<file path="src/rtl/qam_demap_stream_if.sv">
// ---------------------------------------------------------------------------
// qam_demap_stream_if
// Bundles the sample stream and metric signals of the QAM hard-decision
// demapper.
//   master : upstream/downstream environment. It drives the input samples and
//            out_ready, and it observes the demapped outputs and the metric.
//   slave  : the demapper itself.
// Signals:
//   in_valid/in_ready/in_re/in_im/in_mode/in_last  - input sample handshake
//   out_valid/out_ready/out_bits/out_re/out_im/
//   out_err/out_last                               - output sample handshake
//   metric_valid/metric                            - per-frame L1 error metric
// ---------------------------------------------------------------------------
interface qam_demap_stream_if #(
    parameter int IN_W  = 22,
    parameter int OUT_W = 13,
    parameter int ERR_W = 32
) ();
    logic                    in_valid;
    logic                    in_ready;
    logic signed [IN_W-1:0]  in_re;
    logic signed [IN_W-1:0]  in_im;
    logic [1:0]              in_mode;
    logic                    in_last;

    logic                    out_valid;
    logic                    out_ready;
    logic [5:0]              out_bits;
    logic signed [OUT_W-1:0] out_re;
    logic signed [OUT_W-1:0] out_im;
    logic [IN_W:0]           out_err;
    logic                    out_last;

    logic                    metric_valid;
    logic [ERR_W-1:0]        metric;

    modport master (
        output in_valid, in_re, in_im, in_mode, in_last, out_ready,
        input  in_ready, out_valid, out_bits, out_re, out_im, out_err,
               out_last, metric_valid, metric
    );

    modport slave (
        input  in_valid, in_re, in_im, in_mode, in_last, out_ready,
        output in_ready, out_valid, out_bits, out_re, out_im, out_err,
               out_last, metric_valid, metric
    );
endinterface

</file>
<file path="src/rtl/qam_demap_stream.sv">
// ---------------------------------------------------------------------------
// qam_demap_stream
// Pipelined hard-decision demapper for QPSK, 16-QAM and 64-QAM. For each
// equalised I/Q sample it slices both axes to the nearest constellation
// level, emits the Gray-coded bits, the sliced point and the L1 slicing
// error, and it accumulates the error over a frame into a link metric.
// Ports:
//   clk - clock
//   rst - synchronous active-high reset
//   bus - qam_demap_stream_if.slave (sample in, sample out, metric)
// Pipeline:
//   stage 1 - per-axis region index, mode, raw sample and last flag
//   stage 2 - bits, levels, error and last flag (these drive the outputs)
// Both stages advance together whenever the output is not stalled. A stall
// freezes the whole pipe, so samples are never dropped or duplicated.
// ---------------------------------------------------------------------------
module qam_demap_stream #(
    parameter int IN_W  = 22,
    parameter int OUT_W = 13,
    parameter int A     = 161,
    parameter int ERR_W = 32
) (
    input  logic              clk,
    input  logic              rst,
    qam_demap_stream_if.slave bus
);

    localparam logic [1:0] MODE_QPSK = 2'b00;
    localparam logic [1:0] MODE_16   = 2'b01;
    localparam logic [1:0] MODE_64   = 2'b10;

    // Number of levels per axis for a (normalised) mode.
    function automatic int levels_of(input logic [1:0] mode);
        int m;
        case (mode)
            MODE_QPSK: m = 2;
            MODE_64:   m = 8;
            default:   m = 4;
        endcase
        return m;
    endfunction

    // Region index: count of thresholds (2j-M+2)*A that x reaches. Because the
    // comparison is >=, a value sitting exactly on a threshold lands in the
    // upper region. Out-of-range inputs simply count all or none of the
    // thresholds.
    function automatic logic [2:0] slice_idx(input logic signed [IN_W-1:0] x,
                                             input logic [1:0]             mode);
        int         m;
        int         xi;
        int         th;
        logic [2:0] k;
        m  = levels_of(mode);
        xi = int'(x);
        k  = 3'd0;
        for (int j = 0; j < 7; j++) begin
            th = (2 * j - m + 2) * A;
            if ((j < m - 1) && (xi >= th)) begin
                k = k + 3'd1;
            end else begin
                k = k;
            end
        end
        return k;
    endfunction

    // Sliced level (2k-M+1)*A; the largest magnitude (7*A) fits in OUT_W bits.
    function automatic logic signed [OUT_W-1:0] level_of(input logic [2:0] k,
                                                         input logic [1:0] mode);
        return OUT_W'((2 * int'(k) - levels_of(mode) + 1) * A);
    endfunction

    // The imaginary axis counts from the most positive level, so its index is
    // mirrored before Gray coding.
    function automatic logic [2:0] mirror_idx(input logic [2:0] k,
                                              input logic [1:0] mode);
        return 3'(levels_of(mode) - 1 - int'(k));
    endfunction

    // Binary-reflected Gray code. The 1-, 2- and 3-bit tables are the low bits
    // of the same code.
    function automatic logic [2:0] gray_of(input logic [2:0] idx);
        return idx ^ {1'b0, idx[2:1]};
    endfunction

    // Right-aligned {real_gray, imag_gray}; unused MSBs are zero.
    function automatic logic [5:0] pack_bits(input logic [2:0] gr,
                                             input logic [2:0] gi,
                                             input logic [1:0] mode);
        logic [5:0] b;
        case (mode)
            MODE_QPSK: b = {4'b0000, gr[0], gi[0]};
            MODE_64:   b = {gr, gi};
            default:   b = {2'b00, gr[1:0], gi[1:0]};
        endcase
        return b;
    endfunction

    // |x - level| at full precision. The level is sign-extended to IN_W, and
    // one extra bit holds the difference. The magnitude never exceeds
    // 2^(IN_W-1) + 7*A, so the final result fits in IN_W+1 bits.
    function automatic logic [IN_W:0] abs_diff(input logic signed [IN_W-1:0]  x,
                                               input logic signed [OUT_W-1:0] lvl);
        logic signed [IN_W-1:0] lvl_ext;
        logic signed [IN_W:0]   d;
        lvl_ext = {{(IN_W - OUT_W){lvl[OUT_W-1]}}, lvl};
        d       = {x[IN_W-1], x} - {lvl_ext[IN_W-1], lvl_ext};
        return d[IN_W] ? (-d) : d;
    endfunction

    // Pipeline state
    logic                    s1_valid_q, s1_valid_d;
    logic [2:0]              s1_kre_q,   s1_kre_d;
    logic [2:0]              s1_kim_q,   s1_kim_d;
    logic [1:0]              s1_mode_q,  s1_mode_d;
    logic signed [IN_W-1:0]  s1_re_q,    s1_re_d;
    logic signed [IN_W-1:0]  s1_im_q,    s1_im_d;
    logic                    s1_last_q,  s1_last_d;

    logic                    out_valid_q, out_valid_d;
    logic [5:0]              out_bits_q,  out_bits_d;
    logic signed [OUT_W-1:0] out_re_q,    out_re_d;
    logic signed [OUT_W-1:0] out_im_q,    out_im_d;
    logic [IN_W:0]           out_err_q,   out_err_d;
    logic                    out_last_q,  out_last_d;

    logic [ERR_W-1:0]        acc_q,          acc_d;
    logic [ERR_W-1:0]        metric_q,       metric_d;
    logic                    metric_valid_q, metric_valid_d;

    // Combinational helpers
    logic                    en_s;
    logic                    out_xfer_s;
    logic [1:0]              mode_norm_s;
    logic signed [OUT_W-1:0] lvl_re_s;
    logic signed [OUT_W-1:0] lvl_im_s;
    logic [IN_W:0]           err_s;
    logic [ERR_W:0]          acc_sum_s;
    logic [ERR_W-1:0]        acc_sat_s;

    // Handshake: the pipe advances unless a valid output is being held back.
    always_comb begin
        en_s       = !(out_valid_q && !bus.out_ready);
        out_xfer_s = out_valid_q && bus.out_ready;
    end

    // Stage 1 next state: slice both axes and capture the sample with its mode.
    always_comb begin
        mode_norm_s = (bus.in_mode == 2'b11) ? MODE_16 : bus.in_mode;
        if (en_s) begin
            s1_valid_d = bus.in_valid;
            s1_kre_d   = slice_idx(bus.in_re, mode_norm_s);
            s1_kim_d   = slice_idx(bus.in_im, mode_norm_s);
            s1_mode_d  = mode_norm_s;
            s1_re_d    = bus.in_re;
            s1_im_d    = bus.in_im;
            s1_last_d  = bus.in_last;
        end else begin
            s1_valid_d = s1_valid_q;
            s1_kre_d   = s1_kre_q;
            s1_kim_d   = s1_kim_q;
            s1_mode_d  = s1_mode_q;
            s1_re_d    = s1_re_q;
            s1_im_d    = s1_im_q;
            s1_last_d  = s1_last_q;
        end
    end

    // Stage 2 next state: map the indices to levels, Gray bits and the L1 error.
    always_comb begin
        lvl_re_s = level_of(s1_kre_q, s1_mode_q);
        lvl_im_s = level_of(s1_kim_q, s1_mode_q);
        err_s    = abs_diff(s1_re_q, lvl_re_s) + abs_diff(s1_im_q, lvl_im_s);
        if (en_s) begin
            out_valid_d = s1_valid_q;
            out_bits_d  = pack_bits(gray_of(s1_kre_q),
                                    gray_of(mirror_idx(s1_kim_q, s1_mode_q)),
                                    s1_mode_q);
            out_re_d    = lvl_re_s;
            out_im_d    = lvl_im_s;
            out_err_d   = err_s;
            out_last_d  = s1_last_q;
        end else begin
            out_valid_d = out_valid_q;
            out_bits_d  = out_bits_q;
            out_re_d    = out_re_q;
            out_im_d    = out_im_q;
            out_err_d   = out_err_q;
            out_last_d  = out_last_q;
        end
    end

    // Frame metric: saturating accumulation on each output transfer. The
    // last sample of a frame publishes the total and restarts the accumulator.
    always_comb begin
        acc_sum_s      = {1'b0, acc_q} + {{(ERR_W - IN_W){1'b0}}, out_err_q};
        acc_sat_s      = acc_sum_s[ERR_W] ? {ERR_W{1'b1}} : acc_sum_s[ERR_W-1:0];
        acc_d          = acc_q;
        metric_d       = metric_q;
        metric_valid_d = 1'b0;
        if (out_xfer_s) begin
            if (out_last_q) begin
                metric_d       = acc_sat_s;
                metric_valid_d = 1'b1;
                acc_d          = {ERR_W{1'b0}};
            end else begin
                acc_d          = acc_sat_s;
            end
        end else begin
            acc_d          = acc_q;
        end
    end

    // State registers with synchronous reset; reset drops in-flight samples
    // and any partial frame metric.
    always_ff @(posedge clk) begin
        if (rst) begin
            s1_valid_q     <= 1'b0;
            s1_kre_q       <= 3'd0;
            s1_kim_q       <= 3'd0;
            s1_mode_q      <= 2'b00;
            s1_re_q        <= {IN_W{1'b0}};
            s1_im_q        <= {IN_W{1'b0}};
            s1_last_q      <= 1'b0;
            out_valid_q    <= 1'b0;
            out_bits_q     <= 6'b000000;
            out_re_q       <= {OUT_W{1'b0}};
            out_im_q       <= {OUT_W{1'b0}};
            out_err_q      <= {(IN_W + 1){1'b0}};
            out_last_q     <= 1'b0;
            acc_q          <= {ERR_W{1'b0}};
            metric_q       <= {ERR_W{1'b0}};
            metric_valid_q <= 1'b0;
        end else begin
            s1_valid_q     <= s1_valid_d;
            s1_kre_q       <= s1_kre_d;
            s1_kim_q       <= s1_kim_d;
            s1_mode_q      <= s1_mode_d;
            s1_re_q        <= s1_re_d;
            s1_im_q        <= s1_im_d;
            s1_last_q      <= s1_last_d;
            out_valid_q    <= out_valid_d;
            out_bits_q     <= out_bits_d;
            out_re_q       <= out_re_d;
            out_im_q       <= out_im_d;
            out_err_q      <= out_err_d;
            out_last_q     <= out_last_d;
            acc_q          <= acc_d;
            metric_q       <= metric_d;
            metric_valid_q <= metric_valid_d;
        end
    end

    // Output drive
    always_comb begin
        bus.in_ready     = en_s;
        bus.out_valid    = out_valid_q;
        bus.out_bits     = out_bits_q;
        bus.out_re       = out_re_q;
        bus.out_im       = out_im_q;
        bus.out_err      = out_err_q;
        bus.out_last     = out_last_q;
        bus.metric_valid = metric_valid_q;
        bus.metric       = metric_q;
    end

endmodule

</file>
<file path="src/flat_wrapper.sv">
// flat-port wrapper written by rule: the top's interface ports become plain ports
module qam_demap_stream_flat 
#(
    parameter int IN_W  = 22,
    parameter int OUT_W = 13,
    parameter int A     = 161,
    parameter int ERR_W = 32
)
  (clk, rst, bus_in_valid, bus_in_re, bus_in_im, bus_in_mode, bus_in_last, bus_out_ready, bus_in_ready, bus_out_valid, bus_out_bits, bus_out_re, bus_out_im, bus_out_err, bus_out_last, bus_metric_valid, bus_metric);
  qam_demap_stream_if #(.IN_W(IN_W), .OUT_W(OUT_W), .ERR_W(ERR_W)) bus_i ();
  input  logic clk;
  input  logic rst;
  input wire logic [$bits(bus_i.in_valid)-1:0] bus_in_valid;
  input wire logic [$bits(bus_i.in_re)-1:0] bus_in_re;
  input wire logic [$bits(bus_i.in_im)-1:0] bus_in_im;
  input wire logic [$bits(bus_i.in_mode)-1:0] bus_in_mode;
  input wire logic [$bits(bus_i.in_last)-1:0] bus_in_last;
  input wire logic [$bits(bus_i.out_ready)-1:0] bus_out_ready;
  output wire logic [$bits(bus_i.in_ready)-1:0] bus_in_ready;
  output wire logic [$bits(bus_i.out_valid)-1:0] bus_out_valid;
  output wire logic [$bits(bus_i.out_bits)-1:0] bus_out_bits;
  output wire logic [$bits(bus_i.out_re)-1:0] bus_out_re;
  output wire logic [$bits(bus_i.out_im)-1:0] bus_out_im;
  output wire logic [$bits(bus_i.out_err)-1:0] bus_out_err;
  output wire logic [$bits(bus_i.out_last)-1:0] bus_out_last;
  output wire logic [$bits(bus_i.metric_valid)-1:0] bus_metric_valid;
  output wire logic [$bits(bus_i.metric)-1:0] bus_metric;
  assign bus_i.in_valid = bus_in_valid;
  assign bus_i.in_re = bus_in_re;
  assign bus_i.in_im = bus_in_im;
  assign bus_i.in_mode = bus_in_mode;
  assign bus_i.in_last = bus_in_last;
  assign bus_i.out_ready = bus_out_ready;
  assign bus_in_ready = bus_i.in_ready;
  assign bus_out_valid = bus_i.out_valid;
  assign bus_out_bits = bus_i.out_bits;
  assign bus_out_re = bus_i.out_re;
  assign bus_out_im = bus_i.out_im;
  assign bus_out_err = bus_i.out_err;
  assign bus_out_last = bus_i.out_last;
  assign bus_metric_valid = bus_i.metric_valid;
  assign bus_metric = bus_i.metric;
  qam_demap_stream #(.IN_W(IN_W), .OUT_W(OUT_W), .A(A), .ERR_W(ERR_W)) u_core (.clk(clk), .rst(rst), .bus(bus_i));
endmodule
</file>
<file path="config.mk">
export PLATFORM = sky130hd
export DESIGN_NAME = qam_demap_stream_flat
export DESIGN_NICKNAME = d
export VERILOG_FILES = /design/src/rtl/qam_demap_stream_if.sv /design/src/rtl/qam_demap_stream.sv /design/src/flat_wrapper.sv
export SDC_FILE = /design/constraint.sdc
export NUM_CORES = 1
export LEC_CHECK = 0
export ABC_CLOCK_PERIOD_IN_PS = 9600
export BUFFER_PORTS_ARGS = -buffer_cell sky130_fd_sc_hd__buf_2
export CORE_MARGIN = 4
export CORE_UTILIZATION = 55
export DETAILED_ROUTE_END_ITERATION = 7
export PLACE_DENSITY = 0.74
export SYNTH_ARGS = -nofsm -noshare
export SYNTH_HDL_FRONTEND = slang
export SYNTH_SLANG_ARGS = --single-unit
</file>
<file path="constraint.sdc">
create_clock -name clk -period 9.6 [get_ports clk]
set_clock_uncertainty 0.1 [all_clocks]
set_input_delay 0 -clock clk [delete_from_list [all_inputs] [get_ports clk]]
set_output_delay 0 -clock clk [all_outputs]
set_load 0.03 [all_outputs]
</file>
## Word level (Yosys, flattened, before mapping)

Index checks and enable logic that the tools add are counted.

- Add/subtract/negate cells: 39
- $mul: 9
- Magnitude comparators: 21
- Equality and inequality tests: 3
- Muxes and demuxes: 37
- Bitwise gates (word level): 3
- Reduce and logical (&&, ||, !) cells: 22

Operator list:

| cell | count |
|---|---|
| 22-bit by 32-bit >= comparator with 1-bit output | 14 |
| 32-bit by 3-bit adder with 32-bit output, second input constant | 7 |
| 32-bit by 9-bit multiplier with 32-bit output, second input constant | 7 |
| 4-bit by 32-bit < comparator with 1-bit output, first input constant | 3 |
| 32-bit 2-to-1 mux | 3 |
| 5-bit by 32-bit subtractor with 32-bit output, first input constant | 3 |
| 3-bit 2-to-1 mux | 25 |
| 32-bit by 2-bit adder with 32-bit output, second input constant | 2 |
| 3-bit by 32-bit < comparator with 1-bit output, first input constant | 2 |
| 32-bit by 9-bit multiplier with 13-bit output, second input constant | 2 |
| 4-bit by 32-bit subtractor with 32-bit output, first input constant | 2 |
| 23-bit 2-to-1 mux | 2 |
| 23-bit negator | 2 |
| 22-bit by 13-bit subtractor with 23-bit output | 2 |
| 3-bit by 1-bit adder with 3-bit output, second input constant | 12 |
| 32-bit by 23-bit adder with 33-bit output | 1 |
| 1-bit by 32-bit < comparator with 1-bit output, first input constant | 1 |
| 2-bit by 32-bit < comparator with 1-bit output, first input constant | 1 |
| 1-bit by 32-bit subtractor with 32-bit output, first input constant | 1 |
| 3-bit by 32-bit subtractor with 32-bit output, first input constant | 1 |
| 32-bit by 2-bit subtractor with 32-bit output, second input constant | 1 |
| 23-bit adder | 1 |
| 1-bit logical AND | 16 |
| 4-bit one-hot mux with 2 select lines | 2 |
| other kinds (13) | 21 |

- Register bits: 176
- Input port bits: 51
- Output and inout port bits: 91
- Word-level logic and storage cells: 150

## Logic depth before layout (Yosys ltp)

Gate-level depths: netlist (run 1).

- Word-level depth: 29
- Depth in mapped cells: 41

## Worst setup path after synthesis (run 1)

OpenSTA, ideal clock, no wires.

- Kind: register to register
- From: reg u_core.s1_mode_q[0]
- To: reg u_core.out_err_q[22] (netlist: u_core.bus.out_err[22])
- Library setup time: 0.070 ns
- Arrival: 8.575 ns
- Path slack: 0.855 ns
- Cell stages (with the launch flop): 39
- Cells stage by stage: dfxtp_1 -> nor2_1 -> ha_1 -> inv_1 -> fa_1 -> xnor2_1 -> inv_1 -> ha_1 -> fa_1 -> ha_1 -> ha_1 -> a21o_1 -> a21oi_1 -> o21bai_1 -> a21oi_1 -> xnor2_1 -> ha_1 -> a21oi_1 -> [3 not listed] -> o31ai_1 -> or2_2 -> a41oi_1 -> clkbuf_1 -> nor2_1 -> xor2_1 -> ha_1 -> a21o_1 -> a21oi_1 -> o21ai_0 -> nor2_1 -> o21ai_0 -> a311oi_1 -> o21ai_0 -> a21o_2 -> a21oi_1 -> xnor3_1 -> a21oi_1

- Longest elaborated chain between the ends: 9
- Elaborated cells on any way between the ends: 16
- Those cells by class: add/sub (9); mul (2); eq/ne (1); mux (3); reduce/logical (1)

Ends and longest elaborated chain:

| item | RTL line | RTL |
|---|---|---|
| from (decl) | qam_demap_stream.sv:115 | `logic [1:0] s1_mode_q, s1_mode_d;` |
| from (signal assigned) | qam_demap_stream.sv:238 | `s1_mode_q <= s1_mode_d;` |
| 2-bit equality test / 2-bit logical NOT (equally long branches) | qam_demap_stream.sv:35 | `case (mode)` |
| 4-bit one-hot mux with 2 select lines * | - |  |
| 4-bit by 4-bit subtractor with 5-bit output * | qam_demap_stream.sv:70 | `return OUT_W'((2 * int'(k) - levels_of(mode) + 1) * A);` |
| 32-bit by 2-bit adder with 32-bit output * | qam_demap_stream.sv:70 |  |
| 32-bit by 9-bit multiplier with 13-bit output * | qam_demap_stream.sv:70 |  |
| via u_core.lvl_re_s[3] | qam_demap_stream.sv:135 | `logic signed [OUT_W-1:0] lvl_re_s;` |
| 22-bit by 13-bit subtractor with 23-bit output * | qam_demap_stream.sv:107 | `d = {x[IN_W-1], x} - {lvl_ext[IN_W-1], lvl_ext};` |
| 23-bit negator | qam_demap_stream.sv:108 | `return d[IN_W] ? (-d) : d;` |
| 23-bit 2-to-1 mux * | qam_demap_stream.sv:108 |  |
| 23-bit adder * | qam_demap_stream.sv:173 | `err_s = abs_diff(s1_re_q, lvl_re_s) + abs_diff(s1_im_q, lvl_im_s);` |
| to (signal assigned) | qam_demap_stream.sv:229 | `out_err_q <= {(IN_W + 1){1'b0}};` |
| to (signal assigned) | qam_demap_stream.sv:246 | `out_err_q <= out_err_d;` |
| to (decl) | qam_demap_stream.sv:124 | `logic [IN_W:0] out_err_q, out_err_d;` |

Mark *: on every way through the listed nets, which the timed path passes. The rest lies on a longest branch.
A chain may end at the register's enable or synchronous reset.

## Final worst setup path (run 1)

Ends and elaborated chain as after synthesis.

==> summary.md, run 1 <==
| Metric | Value |
|---|---|
| Root Driver | `clkbuf_16` |
| Initial core utilization | `55.85%` |
| Worst min path class | `in -> reg` |
| CTS tree | `built` |
| R2R depth | `39` |
| First drt pass iteration count | `5` |
| Clk_lat worst skew | `0.44 ns` |
| H-Tree Depth | `4` |
| Row count | `66` |
| Worst relative slew slack | `33.55%` |
| Clock-pin slew on the worst setup and hold paths | `0.07 ns` |
| Top_reg_cell synth | `dfxtp_1` |
| Reg-to-reg endpoint | `u_core.bus.out_err[22]$_SDFFE_PP0N_` |
| Crit path max-delay cell type | `fa_1` |
| Die width | `189.8 um` |
| Maximum number of pins on one net before global-route repair | `96` |
| R2r setup slk | `0.57 ns` |
| Buffers on Ports | `141` |
| Chip height | `189.8 um` |
| EDFF count, synth | `0` |
| RSZ-0062 raised after global routing | `true` |
| Final setup violation count | `0` |
| Detailed Route WL | `52480 um` |
| Total Nets Final | `2913` |
| Detail-routed via count per cell | `5.910` |
| Post-synth ARST share | `0%` |
| Post-CTS Setup Bufs | `0` |
| Number of max-cap violations | `0` |
| Layout fillers | `2924` |
| Peak Freq | `0.1107 GHz` |
| Met2 WL | `24930 um` |
| Final hold viol count | `0` |
| Die area | `36010 um2` |
| Synth top area cells | `ha_1, dfxtp_1, a21oi_1` |
| Slew Viols, Final | `0` |
| Setup TNS | `0 ns` |
| Critical Path Start Type | `register` |
| Critical Path Fanout Max | `14` |
| Vias in the first global route | `17.20k` |
| DRC | `0` |
| Remaining Overflow, GRT | `0` |
| Status | `finished, final reports clean` |
| Top-area cell type share of the netlist area | `23.07%` |
| Tcrit/Tclk final | `94.09%` |
| CP Class | `reg -> reg` |
| Final GP Congestion | `0.9268` |
| Arr. time, crit path | `9.30 ns` |
| DPL Wire Length | `40450 um` |
| Netlist Area Pre-Place | `18170 um2` |
| Post-synthesis cell count | `2316` |
| Layout cells sized above 1 | `9.217%` |
| Hold Crit Depth | `3` |
| Post-synth top area cell | `ha_1` |
| Worst path required time | `9.87 ns` |
| Wire length on met1 | `22720 um` |
| Worst Tran Pin Value | `0.9968 ns` |
| CP peak stage delay | `0.43 ns` |
| CORE AREA | `32540 um2` |
| Max clock buf depth | `2` |
| Met3 Wirelength | `2436 um` |
| Tmin final | `9.032 ns` |
| Sequential cell area fraction in the yosys report | `19.06%` |
| CP endpoint kind | `register` |
| # clock sinks | `173` |
| TritonCTS Buffers | `17` |
| DR WL/cell | `17.66 um` |
| Most frequent cell after synthesis | `ha_1` |
| Total GRT Usage | `28.48%` |
| Post-route ant nets | `0` |
| P&R area growth vs syn | `12.94%` |
| First-pass GRT wire length | `85080 um` |
| Crit-path most repeated cell | `a21oi_1` |
| Reg2reg start | `u_core.s1_mode_q[0]$_SDFFE_PP0N_` |
| First DRT Iteration DRCs | `1069` |
| Initial antenna violation count | `1` |
| Number of synthesized register bits | `173` |
| Synth unique cells | `95` |
| Hold Crit Endpoint | `u_core.s1_re_q[21]$_SDFFE_PP0N_` |
| Ys Warns | `0` |
| Via count | `17.56k` |
| Top sig layer | `met4` |
| Most instantiated cells after synthesis | `ha_1, nand2_1, a21oi_1` |
| Hold_sp | `bus_in_re[21]` |
| Top-Level Pins | `142` |
| Syn avg cell area | `7.846 um2` |
timing repair:
item / in CTS / in global routing
gates resized for setup: 0 / 7
hold buffers: 50 / 0
endpoints found under the hold margin: 55 / 0
setup endpoints to repair: 0 / 4
per-stage QoR:
| step | hold WS [ns] | util (%) | cell area, um2 | setup slack, ns | instances |
|---|---|---|---|---|---|
| after global routing | 0.02804 | 63.08 | 20520 | -0.1009 | 2971 |
| after detailed placement | 0.1623 | 59.67 | 19410 | 0.3749 | 2889 |
| after global placement | 0.1582 | 59.67 | 19410 | 0.6398 | 2889 |
| after CTS | 0.007229 | 62.99 | 20500 | 0.3295 | 2970 |
| after floorplan | 0.04045 | - | 18360 | 0.8550 | 2365 |
| final | 0.02750 | 63.08 | 20520 | 0.5676 | 2971 |
placed cells by master (no fill, tap or decap), types with 39 or more instances in the layout:
master and n:
a21oi_1 253, inv_1 111, nand2_1 264, nor3_1 43, conb_1 51, nor2b_1 39
dlygate4sd3_1 50, nor2_1 201, xor2_1 65, ha_1 335, nand3_1 41, a21o_1 87
buf_2 140, xnor2_1 107, dfxtp_1 173, o21ai_0 115
registers in the layout, indices dropped and copies added, names as in the netlist, 3 cells and up:
register and cells:
u_core.s1_re_q 22, u_core.s1_im_q 22, u_core.acc_q 32, u_core.s1_kim_q 3, u_core.bus.out_bits 6, u_core.bus.out_err 23, u_core.s1_kre_q 3, u_core.bus.out_re 11
u_core.bus.metric 32, u_core.bus.out_im 12
worst max-delay path by stage:
stage	endpoint	startpoint	cells after the start	slack (ns)
2_1_floorplan	u_core.bus.out_err[22]$_SDFFE_PP0N_	u_core.s1_mode_q[0]$_SDFFE_PP0N_	38	0.86
3_3_place_gp	u_core.bus.out_err[22]$_SDFFE_PP0N_	u_core.s1_mode_q[0]$_SDFFE_PP0N_	39	0.64
3_5_place_dp	u_core.bus.out_err[22]$_SDFFE_PP0N_	u_core.s1_mode_q[0]$_SDFFE_PP0N_	39	0.37
4_1_cts	u_core.bus.out_err[22]$_SDFFE_PP0N_	u_core.s1_mode_q[0]$_SDFFE_PP0N_	39	0.33
5_1_grt	u_core.bus.out_err[22]$_SDFFE_PP0N_	u_core.s1_mode_q[0]$_SDFFE_PP0N_	39	-0.10
6_report	u_core.bus.out_err[22]$_SDFFE_PP0N_	u_core.s1_mode_q[0]$_SDFFE_PP0N_	39	0.57
per-layer routing:
layer / vias up / track usage (%)
li1: 8675 / -
met1: 8198 / 35.27
met2: 540 / 49.83
met3: 147 / 3.431
met4: 0 / 12.52
met5: - / 0
cell type report:
| cell class | instances | area, um2 | area share (%) |
|---|---|---|---|
| Multi-Input combinational cell | 2005 | 14170 | 69.06 |
| Sequential cell | 173 | 3463 | 16.87 |
| Timing Repair Buffer | 207 | 1329 | 6.474 |
| Tap cell | 442 | 553.0 | 2.695 |
| Clock buffer | 17 | 425.4 | 2.073 |
| Inverter | 112 | 421.7 | 2.055 |
| Clock inverter | 14 | 155.1 | 0.7560 |
| Antenna cell | 1 | 2.502 | 0.01219 |
critical path: cells and delay by family, from the launching register on:
family          cells  cell delay (ns)
fa+ha+maj           8             2.61
xor+xnor            4             1.07
flops               1             0.37
simple gates        5             0.82
compound gates     18             3.35
buf+inv             4             0.60
kinds of logic after synthesis:
kind of cell | synth area share (%)
muxes | 0.6954
DFF | 19.06
buffers and inverters | 4.138
and+or+nand+nor | 18.98
adders and majority gates | 24.28
xor gates and xnor gates | 8.971
AOI/OAI and AO/OA | 23.84
other | 0.04133
Power of run 1 is not shown: default switching activity piles up to over one toggle a cycle in this logic, so the estimate is an artifact.
==> inputs of run 2 (changes only) <==
PLACE_DENSITY = 0.84   (was 0.74)
==> summary.md, run 2 (synthesis results as in run 1) <==
| Metric | Value |
|---|---|
| Crit-path most repeated cell | `ha_1` |
| Hold Crit Depth | `3` |
| N_diodes | `0` |
| Worst Tran Pin Value | `0.9611 ns` |
| Commonest non-fill, non-tap cell in the layout | `ha_1` |
| Core Util, Final | `64.34%` |
| Die width | `189.8 um` |
| Top-Level Pins | `142` |
| Commonest cells after routing, fill and taps aside | `ha_1, nand2_1, a21oi_1` |
| Clock-pin slew on the worst setup and hold paths | `0.08 ns` |
| Row count | `66` |
| DPL Wire Length | `39730 um` |
| Hold_sp | `bus_in_im[21]` |
| Root Driver | `clkbuf_16` |
| Reg-to-reg endpoint | `u_core.bus.out_err[22]$_SDFFE_PP0N_` |
| Vias in the first global route | `17.74k` |
| Post-CTS Setup Bufs | `0` |
| Crit path max-delay cell type | `fa_1` |
| Tcrit/Tclk final | `94.38%` |
| First-pass GRT wire length | `86450 um` |
| R2R depth | `34` |
| H-Tree Depth | `4` |
| P&R area growth vs syn | `15.20%` |
| Total GRT Usage | `28.81%` |
| Worst path required time | `9.88 ns` |
| Total Nets Final | `2948` |
| Buffers on Ports | `141` |
| DP Worst Slack | `0.2052 ns` |
| Layout cells sized above 1 | `9.204%` |
| First DRT Iteration DRCs | `1263` |
| First drt pass iteration count | `5` |
| Detail-routed via count per cell | `5.947` |
| TritonCTS Buffers | `17` |
| Initial antenna violation count | `0` |
| Reg2reg start | `u_core.s1_mode_q[0]$_SDFFE_PP0N_` |
| CORE AREA | `32540 um2` |
| R2r setup slk | `0.54 ns` |
| CP endpoint kind | `register` |
| CP peak stage delay | `0.44 ns` |
| Chip height | `189.8 um` |
| Critical Path Start Type | `register` |
| DR WL/cell | `17.68 um` |
| Critical Path Fanout Max | `10` |
| Remaining Overflow, GRT | `0` |
| Peak Freq | `0.1104 GHz` |
| DRC | `0` |
| Tmin final | `9.060 ns` |
| # clock sinks | `173` |
| CTS tree | `built` |
| Final GP Congestion | `0.9550` |
| Clk_lat worst skew | `0.45 ns` |
| Number of max-cap violations | `0` |
| Die area | `36010 um2` |
| Maximum number of pins on one net before global-route repair | `91` |
| Detailed Route WL | `53140 um` |
| Worst min path class | `in -> reg` |
| Slew Viols, Final | `0` |
| Final hold viol count | `0` |
| Status | `finished, final reports clean` |
| Final setup violation count | `0` |
| CP Class | `reg -> reg` |
| Hold_ws | `0.06645 ns` |
| Worst relative slew slack | `35.86%` |
| Hold Crit Endpoint | `u_core.s1_im_q[21]$_SDFFE_PP0N_` |
| Arr. time, crit path | `9.34 ns` |
| Via count | `17.88k` |
| Initial core utilization | `55.85%` |
| Max clock buf depth | `2` |
| Post-route ant nets | `0` |
| Worst setup margin | `0.5395 ns` |
## run 2: metal layers
layer,vias to the layer above,part of all wire (%),global-route usage (%)
li1,8742,-,-
met1,8342,41,34.22
met2,611,48,50.51
met3,183,5.0,3.450
met4,0,5.7,16.08
met5,-,0,0
## run 2: per-stage QoR
| stage | cell area [um2] | cells | setup TNS (ns) |
|---|---|---|---|
| after floorplan | 18360 | 2365 | 0 |
| after global placement | 19420 | 2890 | 0 |
| after detailed placement | 19420 | 2890 | 0 |
| after CTS | 20900 | 3006 | 0 |
| after global routing | 20940 | 3006 | -0.006556 |
| final | 20940 | 3006 | 0 |
## run 2: area by class of cell
class / instances / area (um2)
multi-input combinational: 2005 / 14180
fill: 2784 / 11600
sequential: 173 / 3463
timing repair buffer: 242 / 1677
tap: 442 / 553.0
clock buffer: 19 / 442.9
inverter: 112 / 421.7
clock inverter: 13 / 192.7
## run 2: worst max-delay path by stage
stage / start / to / cells after the start
2_1_floorplan: u_core.s1_mode_q[0]$_SDFFE_PP0N_ / u_core.bus.out_err[22]$_SDFFE_PP0N_ / 38
3_3_place_gp: u_core.s1_mode_q[0]$_SDFFE_PP0N_ / u_core.bus.out_err[22]$_SDFFE_PP0N_ / 40
3_5_place_dp: u_core.s1_mode_q[0]$_SDFFE_PP0N_ / u_core.bus.out_err[22]$_SDFFE_PP0N_ / 39
4_1_cts: u_core.s1_mode_q[0]$_SDFFE_PP0N_ / u_core.bus.out_err[22]$_SDFFE_PP0N_ / 39
5_1_grt: u_core.s1_mode_q[0]$_SDFFE_PP0N_ / u_core.bus.out_err[21]$_SDFFE_PP0N_ / 39
6_report: u_core.s1_mode_q[0]$_SDFFE_PP0N_ / u_core.bus.out_err[22]$_SDFFE_PP0N_ / 34
## run 2: what timing repair did
| action | in CTS | in global routing |
|---|---|---|
| setup endpoints to repair | 0 | 9 |
| gates resized for setup | 0 | 10 |
| hold endpoints to repair | 79 | 0 |
| hold buffers | 84 | 0 |
## run 2: worst max-delay path: cells and delay by family, from the launching register on
family | cells | cell delay, ns
buffers and inverters | 3 | 0.39
DFF | 1 | 0.37
adders and majority gates | 8 | 2.62
and+or+nand+nor | 6 | 1.46
AOI/OAI and AO/OA | 13 | 2.93
xor gates and xnor gates | 4 | 1.14
Power of run 2 is left out for the same reason.
==> inputs of run 3 (changes only) <==
--- a/config.mk
+++ b/config.mk
@@ -7,5 +7,5 @@
 export LEC_CHECK = 0
 export ABC_CLOCK_PERIOD_IN_PS = 9600
-export BUFFER_PORTS_ARGS = -buffer_cell sky130_fd_sc_hd__buf_2
+export BUFFER_PORTS_ARGS = -buffer_cell sky130_fd_sc_hd__buf_4
 export CORE_MARGIN = 4
 export CORE_UTILIZATION = 55
==> constraint.sdc (replaced) <==
create_clock -name clk -period 9.6 [get_ports clk]
set_clock_uncertainty 0.1 [all_clocks]
set_input_delay 0 -clock clk [delete_from_list [all_inputs] [get_ports clk]]
set_output_delay 0 -clock clk [all_outputs]
set_load 0.005 [all_outputs]
==> summary.md, run 3 (synthesis results as in run 1) <==
| Metric | Value |
|---|---|
| Detailed Route WL | `53220 um` |
| Via count | `17.94k` |
| Layout cells sized above 1 | `9.275%` |
| First-pass GRT wire length | `86360 um` |
| CTS tree | `built` |
| Top-Level Pins | `142` |
| Final GP Congestion | `0.9687` |
| Post-route ant nets | `0` |
| Worst Tran Pin Value | `1.013 ns` |
| Chip height | `189.8 um` |
| Remaining Overflow, GRT | `0` |
| Buffers on Ports | `141` |
| DRC | `0` |
| Storage cell area | `3463 um2` |
| Critical Path Fanout Max | `10` |
| Worst relative slew slack | `32.33%` |
| Root Driver | `clkbuf_16` |
| Setup TNS | `0 ns` |
| Final setup violation count | `0` |
| Peak Freq | `0.1108 GHz` |
| R2R depth | `34` |
| DPL Wire Length | `40400 um` |
| Worst min path class | `in -> reg` |
| Commonest non-fill, non-tap cell in the layout | `ha_1` |
| First DRT Iteration DRCs | `1445` |
| Multi-input gate area | `14190 um2` |
| P&R area growth vs syn | `17.02%` |
| Max clock buf depth | `2` |
| Clk_lat worst skew | `0.45 ns` |
| TritonCTS Buffers | `17` |
| Total GRT Usage | `28.82%` |
| Number of max-cap violations | `0` |
| Final hold viol count | `0` |
| Total Nets Final | `2950` |
| Tcrit/Tclk final | `94.03%` |
| # clock sinks | `173` |
| Crit path max-delay cell type | `fa_1` |
| Worst path required time | `9.87 ns` |
| Placed insts | `2890` |
| Initial antenna violation count | `0` |
| Crit-path most repeated cell | `ha_1` |
| First drt pass iteration count | `5` |
| N_diodes | `0` |
| Status | `finished, final reports clean` |
| Cell area after layout | `21270 um2` |
| CORE AREA | `32540 um2` |
| Critical Path Start Type | `register` |
| Layout fillers | `2775` |
| Clock-pin slew on the worst setup and hold paths | `0.07 ns` |
| Slew Viols, Final | `0` |
| Tmin final | `9.027 ns` |
| Vias in the first global route | `17.58k` |
| Arr. time, crit path | `9.30 ns` |
| CP peak stage delay | `0.46 ns` |
| CP Class | `reg -> reg` |
| Detail-routed via count per cell | `5.965` |
| Row count | `66` |
| Initial core utilization | `55.85%` |
| Area post-placement | `19770 um2` |
| RSZ-0062 raised after global routing | `false` |
| Die width | `189.8 um` |
| Hold Crit Depth | `5` |
| Final non-filler cell total | `3008` |
| H-Tree Depth | `4` |
| CP endpoint kind | `register` |
| Die area | `36010 um2` |
| DR WL/cell | `17.69 um` |
| Commonest cells after routing, fill and taps aside | `ha_1, nand2_1, a21oi_1` |
| Maximum number of pins on one net before global-route repair | `92` |
-- run 3: worst paths after layout --
| check | startpoint | to | slack, ns |
|---|---|---|---|
| worst max-delay path | u_core.s1_mode_q[0]$_SDFFE_PP0N_ | u_core.bus.out_err[22]$_SDFFE_PP0N_ | 0.57 |
| worst min-delay path | bus_out_ready | u_core.acc_q[20]$_SDFFE_PP0P_ | 0.07 |
| worst max register to register | u_core.s1_mode_q[0]$_SDFFE_PP0N_ | u_core.bus.out_err[22]$_SDFFE_PP0N_ | 0.57 |
| worst min register to register | u_core.bus.out_bits[0]$_SDFFE_PP0N_ | u_core.bus.out_bits[0]$_SDFFE_PP0N_ | 0.35 |
-- run 3: worst max-delay path, delay by kind of cell (launching register included) --
family | cells | cell delay (ns)
buffers and inverters | 3 | 0.41
AOI/OAI and AO/OA | 13 | 2.84
DFF | 1 | 0.36
xor gates and xnor gates | 4 | 1.13
and+or+nand+nor | 6 | 1.42
adders and majority gates | 8 | 2.69
-- run 3: per-layer routing --
metal  global-route usage (%)  vias up  routed length (um)
li1                         -     8742                   -
met1                    34.13     8382               21610
met2                    50.88      634               25720
met3                    3.596      186                2811
met4                    15.41        0                3081
met5                        0        -                   0
-- run 3: what timing repair did --
| item | CTS | global route |
|---|---|---|
| setup endpoints to repair | 0 | 10 |
| buffers inserted | 0 | 0 |
| resized for setup | 0 | 12 |
| hold buffers | 86 | 0 |
| hold endpoints to repair | 55 | 0 |
-- run 3: final cells by class --
| class | count | share of cell area [%] |
|---|---|---|
| Clock buffer | 21 | 2.212 |
| Clock inverter | 11 | 0.5648 |
| Inverter | 112 | 1.983 |
| Multi-Input combinational cell | 2005 | 66.73 |
| Sequential cell | 173 | 16.29 |
| Tap cell | 442 | 2.601 |
| Timing Repair Buffer | 244 | 9.626 |
-- run 3: metrics by stage --
step | setup WS, ns | util, % | hold WS [ns]
after global placement | 0.5118 | 60.77 | 0.1657
after floorplan | 0.8551 | - | 0.04045
final | 0.5732 | 65.36 | 0.07450
after global routing | 0.02172 | 65.36 | 0.09438
after detailed placement | 0.1862 | 60.77 | 0.1763
after CTS | 0.1220 | 65.23 | 0.06241
Power of run 3 is left out for the same reason.
